<file path="src/rtl/mem_arbiter_pkg.sv">
// Shared types and constants for the two-master memory arbiter.
package mem_arbiter_pkg;

  localparam int unsigned DATA_W = 32;

  localparam logic M_CORE = 1'b0;
  localparam logic M_CTRL = 1'b1;

  typedef enum logic [1:0] {
    IDLE,
    ISSUE,
    WAIT,
    RESP
  } arb_state_t;

  // One latched master transaction.
  typedef struct packed {
    logic              write;
    logic [DATA_W-1:0] address;
    logic [DATA_W-1:0] write_data;
  } mem_req_t;

endpackage

</file>
<file path="src/rtl/arb_rr_select.sv">
// Two-way round-robin pick: the master that did not win last gets contended grants.
module arb_rr_select
  import mem_arbiter_pkg::*;
(
  input  logic [1:0] req,
  input  logic       last_grant,
  output logic       grant_c,
  output logic       valid_c
);

  always_comb begin
    grant_c = M_CORE;
    valid_c = |req;
    if (&req) begin
      grant_c = ~last_grant;
    end else if (req[1]) begin
      grant_c = M_CTRL;
    end
  end

endmodule

</file>
<file path="src/rtl/mem_arbiter.sv">
// Serialises core and controller accesses onto a single-port memory with
// registered strobes, acks and read data; out-of-range requests bypass memory.
module mem_arbiter
  import mem_arbiter_pkg::*;
#(
  parameter int unsigned MEM_LATENCY = 1,
  parameter int unsigned MEMORY_SIZE = 4096
) (
  input  logic              clk,
  input  logic              reset,
  input  logic              m0_req,
  input  logic              m0_write,
  input  logic [DATA_W-1:0] m0_address,
  input  logic [DATA_W-1:0] m0_write_data,
  output logic [DATA_W-1:0] m0_read_data,
  output logic              m0_ack,
  output logic              m0_err,
  input  logic              m1_req,
  input  logic              m1_write,
  input  logic [DATA_W-1:0] m1_address,
  input  logic [DATA_W-1:0] m1_write_data,
  output logic [DATA_W-1:0] m1_read_data,
  output logic              m1_ack,
  output logic              m1_err,
  input  logic              lock_m1,
  output logic              memory_read,
  output logic              memory_write,
  output logic [DATA_W-1:0] memory_address,
  output logic [DATA_W-1:0] memory_write_data,
  input  logic [DATA_W-1:0] memory_read_data,
  output logic              busy
);

  localparam int unsigned CNT_W = (MEM_LATENCY > 1) ? $clog2(MEM_LATENCY) : 1;
  localparam int unsigned AW1   = DATA_W + 1;
  localparam logic [AW1-1:0] ADDR_LIMIT = AW1'(MEMORY_SIZE) << 2;

  arb_state_t       state;
  mem_req_t         req_q;
  logic             grant_q;
  logic             err_q;
  logic             last_grant;
  logic [CNT_W-1:0] cnt;

  logic [1:0] eligible;
  logic       sel_grant;
  logic       sel_valid;
  mem_req_t   sel_req;
  logic       sel_in_range;

  assign eligible = {m1_req, m0_req & ~lock_m1};

  arb_rr_select u_select (
    .req        (eligible),
    .last_grant (last_grant),
    .grant_c    (sel_grant),
    .valid_c    (sel_valid)
  );

  always_comb begin
    if (sel_grant == M_CTRL) begin
      sel_req.write      = m1_write;
      sel_req.address    = m1_address;
      sel_req.write_data = m1_write_data;
    end else begin
      sel_req.write      = m0_write;
      sel_req.address    = m0_address;
      sel_req.write_data = m0_write_data;
    end
  end

  assign sel_in_range = {1'b0, sel_req.address} < ADDR_LIMIT;

  assign memory_address    = req_q.address;
  assign memory_write_data = req_q.write_data;

  // Strobes are registered, so the range check is resolved on the grant edge
  // and the strobe appears exactly during ISSUE.
  always_ff @(posedge clk) begin
    if (reset) begin
      state        <= IDLE;
      req_q        <= '0;
      grant_q      <= M_CORE;
      err_q        <= 1'b0;
      last_grant   <= M_CTRL;
      cnt          <= '0;
      memory_read  <= 1'b0;
      memory_write <= 1'b0;
      m0_ack       <= 1'b0;
      m1_ack       <= 1'b0;
      m0_err       <= 1'b0;
      m1_err       <= 1'b0;
      m0_read_data <= '0;
      m1_read_data <= '0;
      busy         <= 1'b0;
    end else begin
      case (state)
        IDLE: begin
          if (sel_valid) begin
            grant_q      <= sel_grant;
            req_q        <= sel_req;
            err_q        <= ~sel_in_range;
            memory_read  <= sel_in_range & ~sel_req.write;
            memory_write <= sel_in_range & sel_req.write;
            busy         <= 1'b1;
            state        <= ISSUE;
          end
        end
        ISSUE: begin
          memory_read  <= 1'b0;
          memory_write <= 1'b0;
          if (err_q || req_q.write) begin
            m0_ack <= (grant_q == M_CORE);
            m1_ack <= (grant_q == M_CTRL);
            m0_err <= err_q && (grant_q == M_CORE);
            m1_err <= err_q && (grant_q == M_CTRL);
            if (err_q && !req_q.write) begin
              if (grant_q == M_CTRL) m1_read_data <= '0;
              else                   m0_read_data <= '0;
            end
            state <= RESP;
          end else begin
            cnt   <= CNT_W'(MEM_LATENCY - 1);
            state <= WAIT;
          end
        end
        WAIT: begin
          if (cnt == '0) begin
            if (grant_q == M_CTRL) m1_read_data <= memory_read_data;
            else                   m0_read_data <= memory_read_data;
            m0_ack <= (grant_q == M_CORE);
            m1_ack <= (grant_q == M_CTRL);
            state  <= RESP;
          end else begin
            cnt <= cnt - CNT_W'(1);
          end
        end
        RESP: begin
          m0_ack     <= 1'b0;
          m1_ack     <= 1'b0;
          m0_err     <= 1'b0;
          m1_err     <= 1'b0;
          last_grant <= grant_q;
          busy       <= 1'b0;
          state      <= IDLE;
        end
        default: state <= IDLE;
      endcase
    end
  end

endmodule

</file>
<file path="config.mk">
export PLATFORM = sky130hd
export DESIGN_NAME = mem_arbiter
export DESIGN_NICKNAME = d
export VERILOG_FILES = /design/src/rtl/mem_arbiter_pkg.sv /design/src/rtl/arb_rr_select.sv /design/src/rtl/mem_arbiter.sv
export SDC_FILE = /design/constraint.sdc
export NUM_CORES = 1
export LEC_CHECK = 0
export CAP_MARGIN = 15
export CORE_MARGIN = 2
export CORE_UTILIZATION = 43
export CTS_BUF_LIST = sky130_fd_sc_hd__clkbuf_4 sky130_fd_sc_hd__clkbuf_8
export CTS_CLUSTER_SIZE = 20
export DETAILED_ROUTE_END_ITERATION = 16
export PLACE_DENSITY = 0.82
export SYNTH_ARGS = -nofsm -noshare
export SYNTH_HDL_FRONTEND = slang
export SYNTH_SLANG_ARGS = --single-unit
</file>
<file path="constraint.sdc">
create_clock -name clk -period 2.1 [get_ports clk]
set_input_delay 0.525 -clock clk [delete_from_list [all_inputs] [get_ports clk]]
set_output_delay 0.525 -clock clk [all_outputs]
set_load 0.02 [all_outputs]
</file>
[Yosys cells after proc, flatten, opt, wreduce, memory -nomap -nowiden]
Cells that the tools add are included.
W data, S select, Z words.
Cells by class
  $add $sub $neg: 1
  magnitude comparators: 1
  equality and inequality tests: 12
  multiplexer cells: 38
  bitwise operators: 8
  reductions and logical operators: 22
Operators by type and width (number)
  $mux W32: 10
  $pmux W32 S2: 2
  $mux W65: 1
  $lt A32 B15 Y1 const B: 1
  $ne A2 B2 Y1 const B: 9
  $mux W1: 14
  $reduce_and A2 Y1: 7
  $pmux W1 S2: 6
  $reduce_and A6 Y1: 2
  $pmux W2 S4: 1
  $reduce_bool A2 Y1: 4
  $pmux W1 S3: 2
  $not A1 Y1: 5
  $eq A2 B2 Y1 const B: 2
  $mux W2: 2
  $and A1 B1 Y1: 3
  $logic_and A1 B1 Y1: 3
  $reduce_and A3 Y1: 1
  $reduce_bool A3 Y1: 1
  $eq A2 B1 Y1 const B: 1
  $logic_not A2 Y1: 1
  $reduce_or A2 Y1: 1
  $logic_not A1 Y1: 1
  $logic_or A1 B1 Y1: 1
  $sub A1 B1 Y1 const B: 1
Storage, ports and cells
  flip-flop bits (word level): 142
  output and inout port bits: 135
  logic and storage cells: 99

[Longest topological paths before layout]
  depth after elaboration: 9
  gate-level depth with buffers: 10
  mapped depth without buffers: 7

[Cells and area by module]
A second synthesis with hierarchy kept.
Unflattened totals
  cell total of the unflattened synthesis: 684
  area total of the unflattened synthesis: 6627.6 um2
By module, submodules not included
  mem_arbiter: times used 1, cells an instance 682, area each 6613.8 um2
  arb_rr_select: times used 1, cells an instance 2, area each 13.8 um2

[Worst setup path before layout]
Ideal clock, no wire load.
  kind: register -> register
  start: register state[1]
  end: register m1_read_data[10]
  arrival time: 1.457 ns
  setup slack: 0.511 ns
  stages on the path, launching flop included: 11
  buffers on the path: 3
  period minus slack after synthesis: 1.589 ns
  path through: dfxtp_1 > inv_1 > ha_1 > buf_4 > nand3b_1 > o21ai_2 > and2_1 > buf_2 > buf_4 > nand3_1 > a21oi_1
Between the ends
  cells in the longest elaborated chain, start to end: 3
Ends and longest elaborated chain
  start: declaration: line mem_arbiter.sv:38  | arb_state_t state;
  start signal: assignment: line mem_arbiter.sv:81  | state <= IDLE;
  start signal: assignment: line mem_arbiter.sv:106  | state <= ISSUE;
  start signal: assignment: line mem_arbiter.sv:121  | state <= RESP;
  $eq A2 B1 Y1 or $eq A2 B2 Y1 (tied branches): line mem_arbiter.sv:97  | case (state)
  $ne A2 B2 Y1 (no line) or $reduce_bool A2 Y1 (tied branches)
  $reduce_and A6 Y1 (no line)
  end signal: assignment: line mem_arbiter.sv:129  | if (grant_q == M_CTRL) m1_read_data <= memory_read_data;
  end: declaration: line mem_arbiter.sv:22  | output logic [DATA_W-1:0] m1_read_data,
Several ways; a longest one is shown, not always the timed one.
A chain may end at the register's enable or synchronous reset.

[Worst setup path after layout]
  start: register req_q (netlist bit memory_address[23])
  end: output port memory_address[23]
RTL lines
  start: declaration: line mem_arbiter.sv:39  | mem_req_t req_q;
  start signal: assignment: line mem_arbiter.sv:101  | req_q <= sel_req;
  end: declaration: line mem_arbiter.sv:28  | output logic [DATA_W-1:0] memory_address,
No word-level cell between the ends.

==> summary.md <==
| Metric | Value |
|---|---|
| Status | finished clean |
| Total global routing overflow | 0 |
| Capturing instance or port of the critical path | memory_address[23] |
| Switch Pwr | about 3.9 mW |
| Logic pwr share | 0.434 |
| # DRC | 0 |
| Arrival time of data at the critical path endpoint | between 1000 and 1500 ps |
| Mapped Nets | between 900 and 1000 |
| Clock transition at the register clock pins on the worst setup and hold paths after CTS | around 80 ps |
| CTS tree | built |
| Count of pins over their slew limit | 0 |
| Longest individual stage delay on the worst path | 640 ps |
| Internal reg-to-reg setup slack | 190 ps |
| Critical path, cell by cell | clkdlybuf4s50_1 |
| Layout cells sized above 1 | 0.08704 |
| Clk Tree Root Cell | sky130_fd_sc_hd__clkbuf_8 |
| Clock buffers created by TritonCTS | 17 |
| Final worst slack | 108.5 ps |
| Setup Crit Path Kind | flip-flop to output port |
| Final routed wire length divided by cell count | around 16 microns |
| Setup repair after global routing missed its margin | no |
| Launching element of the worst setup path | memory_address[23]$_SDFFE_PP0P_ |
| Area growth syn-to-layout | 48.12% |
| Period minus WS final | 1992 ps |
| Total routed wirelength | roughly 20000 microns |
| Cell count along the critical path | 1 |
| Most common flop cell mapped by yosys | sky130_fd_sc_hd__dfxtp_1 |
| Detailed route wirelength on metal2 | just under 10000 microns |
| Number of flops mapped to enable cells by yosys | 0 |
| Resized Gates After CTS | 0 |
| Cell at the slowest stage of the critical path | sky130_fd_sc_hd__clkdlybuf4s50_1 |
| Clock insertion delay at the later pin of the skew report | 450 ps |
| Reg-to-reg critical path startpoint | state[1]$_SDFFE_PP0P_ |
| Vias in the first global route | 5907 |
| Largest net degree at the start of global routing | 65 |
| Nets | 1193 |
| Max-Slew Margin vs Limit | 0.6067 |
| Overall via count from detail_route | 6393 |
| Routed vias/inst | 5.232 |
| Fraction of registers with async set or reset after synthesis | 0 |
| Worst slew pin tran | 589.9 ps |
| Yosys cell types | 43 |
| Mapped Cells | 800 |
| FP Rows | 45 |
| Worst setup timing slack at the placement stage | -118.4 ps |
| Syn Area/Cell | 8.148 sq um |
| Leading post-synthesis cells by cell area | sky130_fd_sc_hd__dfxtp_1 (43%), sky130_fd_sc_hd__nand2_1 (11%), sky130_fd_sc_hd__buf_4 (9.0%) |
| Hold Violations, Final | 0 |
| Violation count after the first detailed-routing iteration | 339 |
| Die Area | 16160 sq um |
| Classification of the worst-slack hold path | flip-flop to flip-flop |
| Highest metal layer with signal wires | met4 |
| Maximum resistive drop on vdd | 0.0006729 V |
| Max FO, Critical Path | 2 |
| Met3 WL | 1750 microns |
| Overall power after layout | between 10 and 15 mW |
| Routed metal-1 wire length | 7573 microns |
| Clock group share of total power | 0.225 |
| Global-route wire length before repair | 30200 microns |
| Flip-flop and latch count after synthesis | 141 |
| Reg-to-reg endpoint | m0_read_data[2]$_SDFFE_PP0P_ |
| Initial antenna violation count | 1 |
| Maximum achievable frequency | 502.1 MHz |
| Cell internal pwr | 6.510 mW |
| TritonRoute pass-1 iters | 4 |
| Port-buffer cells | 301 |
| Starting density of the core | 0.4336 |
| Overall die width | 127.1 microns |
| Area of the placeable core | between 15000 and 20000 sq um |
| Synth area leader | sky130_fd_sc_hd__dfxtp_1 |
| Clk sink count | 141 |
| Sequential cell area fraction in the yosys report | 0.4330 |
| # H-tree levels | 4 |
| Post-detailed-placement half-perimeter wirelength | 14610 microns |
| Max Cap Violations | 0 |
| Setup violators final | 0 |
| Leakage power figure | 3.454 nW |
| Pwr Density | 1078 nW/um^2 |
| Maximum buffer depth of the clock tree | 2 |
| Final clock skew | 11.79 ps |
| Final antenna diode count | 0 |
| Minimum hold slack | 454.3 ps |
| Share of the synthesized area in the top cell type | 0.4330 |
| IO Count | 302 |
| Global router's overall resource usage | 0.2366 |
| Required time at the worst-slack endpoint | 1570 ps |
| Reg2reg path depth | 8 |
| Number of buffers and inverters on the critical path | 1 |
| Startpoint kind of the worst setup timing path | flip-flop |
| Synth warnings | 0 |
| Post-route antenna net violation count | 0 |
| Cell family with the largest share of critical-path delay | buffers and inverters |
| Switching part of the total | 0.3748 |
| DIE HEIGHT | 127.1 microns |
| Crit end category | output port |
| Cell area after synthesis | 6519 sq um |
| Fin crit share | 0.9484 |
| # hold bufs at CTS | 0 |
| Postcts setup bufs | 0 |
| Routability Congestion | 0.8471 |
| Portion of total power attributed to sequential cells | 0.341 |
-- synthesized netlist by cell type (3+ instances only) --
master,count
sky130_fd_sc_hd__nand3_1,64
sky130_fd_sc_hd__buf_4,78
sky130_fd_sc_hd__a211oi_1,4
sky130_fd_sc_hd__buf_8,6
sky130_fd_sc_hd__buf_6,5
sky130_fd_sc_hd__buf_2,19
sky130_fd_sc_hd__o21ai_0,4
sky130_fd_sc_hd__a311oi_2,15
sky130_fd_sc_hd__nor4_1,6
sky130_fd_sc_hd__inv_1,4
sky130_fd_sc_hd__ha_1,5
sky130_fd_sc_hd__clkbuf_1,16
sky130_fd_sc_hd__a311oi_1,48
sky130_fd_sc_hd__dfxtp_1,141
sky130_fd_sc_hd__buf_1,7
sky130_fd_sc_hd__a21oi_1,70
sky130_fd_sc_hd__nor3_1,3
sky130_fd_sc_hd__nand3b_1,3
sky130_fd_sc_hd__nor2_1,77
sky130_fd_sc_hd__nand2_1,196
-- metal layers --
metal	global-route usage	up-vias
met4	0.1002	0
li1	-	3118
met2	0.4108	298
met1	0.2736	2948
met5	0	-
met3	0.06742	29
-- cell usage in the layout, fill, tap and decap left out, types with 2 or more instances in the layout --
cell / synthesis / final
sky130_fd_sc_hd__o21ai_1: 2 / 2
sky130_fd_sc_hd__nand2b_1: 2 / 2
sky130_fd_sc_hd__ha_1: 5 / 4
sky130_fd_sc_hd__a21oi_1: 70 / 70
sky130_fd_sc_hd__buf_4: 78 / 23
sky130_fd_sc_hd__o21ai_0: 4 / 4
sky130_fd_sc_hd__nand3_1: 64 / 64
sky130_fd_sc_hd__buf_12: 1 / 11
sky130_fd_sc_hd__nor2_1: 77 / 77
sky130_fd_sc_hd__clkbuf_4: 0 / 2
sky130_fd_sc_hd__nand2_1: 196 / 195
sky130_fd_sc_hd__inv_6: 0 / 3
sky130_fd_sc_hd__clkinv_4: 0 / 2
sky130_fd_sc_hd__bufinv_16: 0 / 3
sky130_fd_sc_hd__nor4_1: 6 / 6
sky130_fd_sc_hd__or3_1: 2 / 2
sky130_fd_sc_hd__clkdlybuf4s50_1: 0 / 300
sky130_fd_sc_hd__nor3_1: 3 / 3
sky130_fd_sc_hd__nand3b_1: 3 / 3
sky130_fd_sc_hd__mux2i_1: 2 / 2
sky130_fd_sc_hd__a311oi_2: 15 / 15
sky130_fd_sc_hd__a211oi_1: 4 / 4
sky130_fd_sc_hd__clkinvlp_4: 0 / 3
sky130_fd_sc_hd__a311oi_1: 48 / 48
sky130_fd_sc_hd__inv_1: 4 / 4
sky130_fd_sc_hd__nand4_1: 2 / 2
sky130_fd_sc_hd__dfxtp_1: 141 / 141
sky130_fd_sc_hd__clkbuf_8: 0 / 18
-- flip-flops by register name (all words and copies together) (netlist names) --
register	count
m1_ack	1
busy	1
last_grant	1
m1_err	1
req_q	1
m0_err	1
memory_write	1
err_q	1
m1_read_data	32
m0_ack	1
state	2
memory_address	32
memory_write_data	32
m0_read_data	32
grant_q	1
memory_read	1
-- worst min-delay path by stage --
stage	startpoint	end	slack [ps]	cells past startpoint
finish	m1_read_data[20]$_SDFFE_PP0P_	m1_read_data[20]$_SDFFE_PP0P_	450	2
CTS	m0_read_data[31]$_SDFFE_PP0P_	m0_read_data[31]$_SDFFE_PP0P_	460	2
floorplan	memory_address[14]$_SDFFE_PP0P_	memory_address[14]$_SDFFE_PP0P_	470	2
global route	m0_read_data[6]$_SDFFE_PP0P_	m0_read_data[6]$_SDFFE_PP0P_	470	2
global placement	m1_err$_SDFFE_PP0P_	m1_err$_SDFFE_PP0P_	440	2
detailed placement	m0_read_data[31]$_SDFFE_PP0P_	m0_read_data[31]$_SDFFE_PP0P_	450	2
-- power groups by stage --
stage          Sequential (mW)  Clock [mW]  Combinational, mW
2_1_floorplan             3.57           0               3.22
6_report                  3.55        2.34               4.52
5_1_grt                   3.62        2.48               4.84
4_1_cts                   3.56        2.39               4.53
3_5_place_dp              3.62           0               4.52
3_3_place_gp              3.60           0               4.46
-- cell families after synthesis --
| logic type | synth area share |
|---|---|
| AO/OA/AOI/OAI | 0.1712 |
| adder cells (fa/ha/maj) | 0.009597 |
| buffers and inverters | 0.1455 |
| flip-flops | 0.4330 |
| multiplexers | 0.003071 |
| AND/OR/NAND/NOR | 0.2376 |
-- final cells by class --
class | instances | area [sq um]
well taps | 188 | 235.2
inverters | 4 | 15.01
clock buffers | 20 | 262.8
clock inverters | 12 | 161.4
multi-input cells | 523 | 2763
repair buffers | 334 | 3396
fillers | 1252 | 5378
flip-flops and latches | 141 | 2823
-- through the flow --
step	utilization	cells	cell area (sq um)	TNS (ps)
after floorplan	-	800	6519	0
after global placement	0.6141	1190	9231	-328.2
after detailed placement	0.6141	1190	9231	-348.7
after CTS	0.6423	1222	9656	0
after global routing	0.6423	1222	9656	0
final	0.6423	1222	9656	0
(Power assumes the default switching activity.)
